`src/rtl/fifo_umbral_pkg.sv`:
```
// Shared defaults for the threshold FIFO and the control machine that drives it:
// word/pointer widths and the thresholds loaded on reset.
package fifo_umbral_pkg;

    localparam int DATA_W_DEF   = 6;
    localparam int ADDR_W_DEF   = 3;
    localparam int UMB_BAJO_RST = 1;

    // Almost-full resets one below full so it warns before fifo_full does.
    function automatic int umb_alto_rst(input int addr_w);
        return (2 ** addr_w) - 1;
    endfunction

endpackage

```
`src/rtl/fifo_umbral_memoria_fifo.sv`:
```
// FIFO storage: one write port and one registered read port.
// Data is read before it is written when both ports use the same address on one edge.
module memoria_fifo #(
    parameter int DATA_W = 6,
    parameter int ADDR_W = 3
) (
    input  logic              clk,
    input  logic              reset,
    input  logic              wr_en,
    input  logic [ADDR_W-1:0] wr_addr,
    input  logic [DATA_W-1:0] wr_data,
    input  logic              rd_en,
    input  logic [ADDR_W-1:0] rd_addr,
    output logic [DATA_W-1:0] rd_data
);

    logic [DATA_W-1:0] mem [2**ADDR_W];

    always_ff @(posedge clk) begin
        if (wr_en)
            mem[wr_addr] <= wr_data;
    end

    always_ff @(posedge clk) begin
        if (reset)
            rd_data <= '0;
        else if (rd_en)
            rd_data <= mem[rd_addr];
    end

endmodule

```
`src/rtl/fifo_umbral.sv`:
```
// Synchronous FIFO with programmable almost-full/almost-empty thresholds and
// a sticky overflow/underflow flag that init or reset clears.
module fifo_umbral
    import fifo_umbral_pkg::*;
#(
    parameter int DATA_W = DATA_W_DEF,
    parameter int ADDR_W = ADDR_W_DEF,
    parameter int UMB_W  = ADDR_W + 1
) (
    input  logic              clk,
    input  logic              reset,
    input  logic              init,
    input  logic [UMB_W-1:0]  umbral_alto,
    input  logic [UMB_W-1:0]  umbral_bajo,
    input  logic              push,
    input  logic [DATA_W-1:0] data_in,
    input  logic              pop,
    output logic [DATA_W-1:0] data_out,
    output logic              valid_out,
    output logic              fifo_empty,
    output logic              fifo_full,
    output logic              almost_full,
    output logic              almost_empty,
    output logic              fifo_error,
    output logic [UMB_W-1:0]  count
);

    localparam logic [UMB_W-1:0] DEPTH_U    = UMB_W'(2 ** ADDR_W);
    localparam logic [UMB_W-1:0] ALTO_RST_U = UMB_W'(umb_alto_rst(ADDR_W));
    localparam logic [UMB_W-1:0] BAJO_RST_U = UMB_W'(UMB_BAJO_RST);

    logic [ADDR_W-1:0] wr_ptr;
    logic [ADDR_W-1:0] rd_ptr;
    logic [UMB_W-1:0]  cnt;
    logic [UMB_W-1:0]  umb_alto_q;
    logic [UMB_W-1:0]  umb_bajo_q;
    logic              push_ok;
    logic              pop_ok;
    logic              err_evt;

    // A push at full is still accepted when a pop frees the slot on the same edge.
    assign pop_ok  = pop && (cnt != '0);
    assign push_ok = push && ((cnt != DEPTH_U) || pop_ok);
    assign err_evt = (push && !push_ok) || (pop && !pop_ok);

    memoria_fifo #(
        .DATA_W (DATA_W),
        .ADDR_W (ADDR_W)
    ) u_mem (
        .clk     (clk),
        .reset   (reset),
        .wr_en   (push_ok),
        .wr_addr (wr_ptr),
        .wr_data (data_in),
        .rd_en   (pop_ok),
        .rd_addr (rd_ptr),
        .rd_data (data_out)
    );

    always_ff @(posedge clk) begin
        if (reset) begin
            wr_ptr     <= '0;
            rd_ptr     <= '0;
            cnt        <= '0;
            valid_out  <= 1'b0;
            fifo_error <= 1'b0;
            umb_alto_q <= ALTO_RST_U;
            umb_bajo_q <= BAJO_RST_U;
        end else begin
            valid_out <= pop_ok;
            if (push_ok)
                wr_ptr <= wr_ptr + 1'b1;
            if (pop_ok)
                rd_ptr <= rd_ptr + 1'b1;
            case ({push_ok, pop_ok})
                2'b10:   cnt <= cnt + 1'b1;
                2'b01:   cnt <= cnt - 1'b1;
                default: cnt <= cnt;
            endcase
            if (init) begin
                umb_alto_q <= umbral_alto;
                umb_bajo_q <= umbral_bajo;
            end
            // A fault in the init cycle must survive the clear.
            if (err_evt)
                fifo_error <= 1'b1;
            else if (init)
                fifo_error <= 1'b0;
        end
    end

    assign count        = cnt;
    assign fifo_empty   = (cnt == '0);
    assign fifo_full    = (cnt == DEPTH_U);
    assign almost_full  = (cnt >= umb_alto_q);
    assign almost_empty = (cnt <= umb_bajo_q);

endmodule
```
`config.mk`:
```
export PLATFORM = sky130hd
export DESIGN_NAME = fifo_umbral
export DESIGN_NICKNAME = d
export VERILOG_FILES = /design/src/rtl/fifo_umbral_pkg.sv /design/src/rtl/fifo_umbral_memoria_fifo.sv /design/src/rtl/fifo_umbral.sv
export SDC_FILE = /design/constraint.sdc
export NUM_CORES = 1
export LEC_CHECK = 0
export CAP_MARGIN = 20
export CORE_ASPECT_RATIO = 1.75
export CORE_MARGIN = 1.5
export CORE_UTILIZATION = 60
export CTS_CLUSTER_DIAMETER = 80
export DETAILED_ROUTE_END_ITERATION = 10
export GPL_ROUTABILITY_DRIVEN = 0
export PLACE_DENSITY = 0.88
export REMOVE_ABC_BUFFERS = 1
export SETUP_SLACK_MARGIN = 0.3
export SLEW_MARGIN = 20
export SYNTH_ARGS = -nofsm -noshare
export SYNTH_HDL_FRONTEND = slang
export SYNTH_SLANG_ARGS = --single-unit
export TNS_END_PERCENT = 50
```
`constraint.sdc`:
```
create_clock -name clk -period 5.91 [get_ports clk]
set_clock_uncertainty 0.05 [all_clocks]
set_input_delay 1.773 -clock clk [delete_from_list [all_inputs] [get_ports clk]]
set_output_delay 1.773 -clock clk [all_outputs]
set_load 0.005 [all_outputs]
```
==> impl_metrics.json <==
{
  "numCtsBuffers": 9,
  "leakagePower_uw": 0.00137,
  "initial_core_util_pct": 61.8,
  "path_cells": "clkdlybuf4s50_1 > o41a_1 > nand2b_1 > inv_1 > ha_1 > a21oi_1 > nand2_1 > and4_1 > or4_1",
  "post_cts_buffers": 0,
  "core_area_um2": 5210,
  "slew_headroom_pct": 22.2,
  "tns_ns": 0,
  "die_area_um2": 5840,
  "synthCells": 231,
  "slowest_stage": "clkdlybuf4s50_1",
  "drc": 0,
  "finalNetCount": 296,
  "synth_top_family_by_area": "multiplexers",
  "cts-resized-gates": 0,
  "worst_path_largest_cell_delay_ns": 0.66,
  "fin_area_um2": 3790,
  "critical_path.top_delay_family": "simple AND/OR/NAND/NOR gates",
  "cp.required_ns": 6.08,
  "fin_crit_sh_pct": 74.5,
  "yosysWarnings": 0,
  "status": "finished clean",
  "finalHoldViolations": 0,
  "overflow": 0,
  "vias": 1937,
  "min_path_type": "flip-flop to flip-flop",
  "crit_fanout": 16,
  "die_w_um": 58.4,
  "power.density_nw_per_um2": 418,
  "drt_first_iter_violations": 66,
  "synth_simple_gate_area_share_pct": 8.12,
  "clk_latency_ns": 0.34,
  "fin_cells": 324,
  "ir_drop_mv": 0.266,
  "syn_to_final_growth_pct": 17.5,
  "avgRoutedWirePerCell_um": 19.1,
  "drive_gt1_share_pct": 11.5,
  "htree_num_levels": 3,
  "path_buf_inv": 2,
  "min_period_ns": 4.40,
  "ctsHoldBuffers": 0,
  "grt_setup_unrepaired": "false",
  "antenna_found_initial": 0,
  "grt_pass1_vias": 2060,
  "drv_slew": 0,
  "grt_max_degree": 19,
  "cts_root_buf": "clkbuf_8",
  "synth-xor-area-share_pct": 1.90,
  "cp-start-kind": "input port",
  "final_cell_mix": "edfxtp_1, clkdlybuf4s50_1, dfxtp_1",
  "finalSetupViolCount": 0,
  "clock-sinks": 74,
  "avgViaCountPerCell": 5.98,
  "die_h_um": 99.9,
  "clkTransAtPathRegs_ns": 0.08,
  "avgSynthCellArea_um2": 13.9,
  "diodes": 0,
  "worst_ep_arrival_time_ns": 4.57,
  "whs_ns": 0.449,
  "end_kind": "flip-flop",
  "ys_types": 41,
  "grt_usage_pct": 23.5,
  "syn_area_um2": 3220,
  "grt_pass1_wl_mm": 9.78,
  "final_antenna_net_count": 0,
  "rows": 35,
  "first_pass_iters": 4,
  "dp.cells": 308,
  "crit_type": "input port to flip-flop",
  "ios": 35,
  "synthMuxAreaShare_pct": 12.7,
  "drt-total-wl_mm": 6.20,
  "portBuffers": 34,
  "ys_seq_area_share_pct": 60.9,
  "cap_viol_max_count": 0,
  "tightest_slew_ns": 1.16,
  "dp_hpwl_mm": 4.24,
  "nFillCells": 340,
  "final_common_cell": "edfxtp_1",
  "ys_seq_elements": 74,
  "synth-compound-area-share_pct": 7.53,
  "cts_tree": "built",
  "clockBufferDepth": 2,
  "place_area_um2": 3570,
  "synthAdderAreaFrac_pct": 5.28,
  "max_freq_ghz": 0.227
}
## power by group
| group | internal, uW | leakage (uW) | switching [uW] |
|---|---|---|---|
| sequential | 611 | 0.000650 | 94.1 |
| clock | 235 | 0.000105 | 175 |
| combinational | 270 | 0.000617 | 198 |
| total | 1120 | 0.00137 | 468 |
## worst reg2reg max path: stages (launching register included)
cell and delay (ns):
dfxtp_1 0.64, o41a_1 0.62, nand2b_1 0.18, inv_1 0.11
ha_1 0.27, a21oi_1 0.16, nand2_1 0.13, and4_1 0.21
or4_1 0.49
## metrics by stage
step | util (%) | setup slack [ns] | power, uW
2_1_floorplan | - | 2.22 | 973
3_3_place_gp | 68.5 | 1.35 | 1170
3_5_place_dp | 68.5 | 1.21 | 1180
4_1_cts | 72.6 | 1.53 | 1600
5_1_grt | 72.7 | 1.28 | 1670
6_report | 72.7 | 1.51 | 1580
## path summary, 6_finish.rpt
| path | from | end | slack, ns | cells after the start |
|---|---|---|---|---|
| worst min register to register | umb_bajo_q[0]$_SDFFE_PP1P_ | umb_bajo_q[0]$_SDFFE_PP1P_ | 0.45 | 2 |
| worst max register to register | count[3]$_SDFFE_PP0P_ | count[3]$_SDFFE_PP0P_ | 2.93 | 8 |
| worst min-delay path | umb_bajo_q[0]$_SDFFE_PP1P_ | umb_bajo_q[0]$_SDFFE_PP1P_ | 0.45 | 2 |
| worst max-delay path | pop | count[3]$_SDFFE_PP0P_ | 1.51 | 9 |
## synth_stat cells
master	number	share of area (%)
a211oi_1	1	0.23
a211oi_4	1	0.62
a21o_1	3	0.70
a21oi_1	10	1.6
and2_1	1	0.19
and4_1	1	0.27
buf_1	1	0.12
buf_2	4	0.62
buf_4	1	0.23
buf_6	2	0.70
clkbuf_1	5	0.58
dfxtp_1	26	16
edfxtp_1	48	45
fa_1	1	0.62
ha_1	12	4.7
inv_1	11	1.3
mux2i_1	14	4.3
mux4_2	12	8.4
nand2_1	9	1.0
nand2b_1	7	1.4
nand3_1	1	0.16
nand3b_1	1	0.23
nand4_1	2	0.39
nor2_1	21	2.4
nor2b_1	1	0.19
nor3_1	4	0.62
nor3_2	1	0.31
nor4_1	1	0.19
nor4b_1	1	0.27
o2111a_1	1	0.35
o211ai_1	4	0.93
o21a_1	2	0.47
o21ai_0	8	1.2
o21ai_4	1	0.50
o311a_1	1	0.31
o311ai_0	1	0.27
o41a_1	1	0.35
or3_1	1	0.19
or4_1	1	0.23
xnor2_1	4	1.1
xor2_1	3	0.82
## logic make-up after synthesis
family | after synthesis
AND/OR/NAND/NOR | 53
AO/OA/AOI/OAI | 34
multiplexers | 26
XOR/XNOR | 7
buffers and inverters | 24
flip-flops | 74
adder cells (fa/ha/maj) | 13
## registers in the layout, indices dropped and copies added, names as in the netlist
| register | flops |
|---|---|
| u_mem.mem | 48 |
| u_mem.rd_data | 6 |
| count | 4 |
| umb_alto_q | 4 |
| umb_bajo_q | 4 |
| rd_ptr | 3 |
| wr_ptr | 3 |
| fifo_error | 1 |
| valid_out | 1 |
## layout make-up
cell class | instances | area [um2] | share of cell area, %
Clock buffer | 10 | 128 | 3.37
Clock inverter | 6 | 81.3 | 2.15
Multi-Input combinational cell | 133 | 1160 | 30.6
Timing Repair Buffer | 35 | 348 | 9.19
Inverter | 11 | 41.3 | 1.09
Sequential cell | 74 | 1960 | 51.8
Tap cell | 55 | 68.8 | 1.82
## metal layers
metal / track usage [%] / vias to the layer above / wire (um)
met5: 0 / - / 0
met4: 13.6 / 0 / 186
met3: 4.12 / 18 / 219
met2: 41.4 / 55 / 3420
li1: - / 924 / -
met1: 25.6 / 940 / 2380
Power figures use the tool's default switching activity.
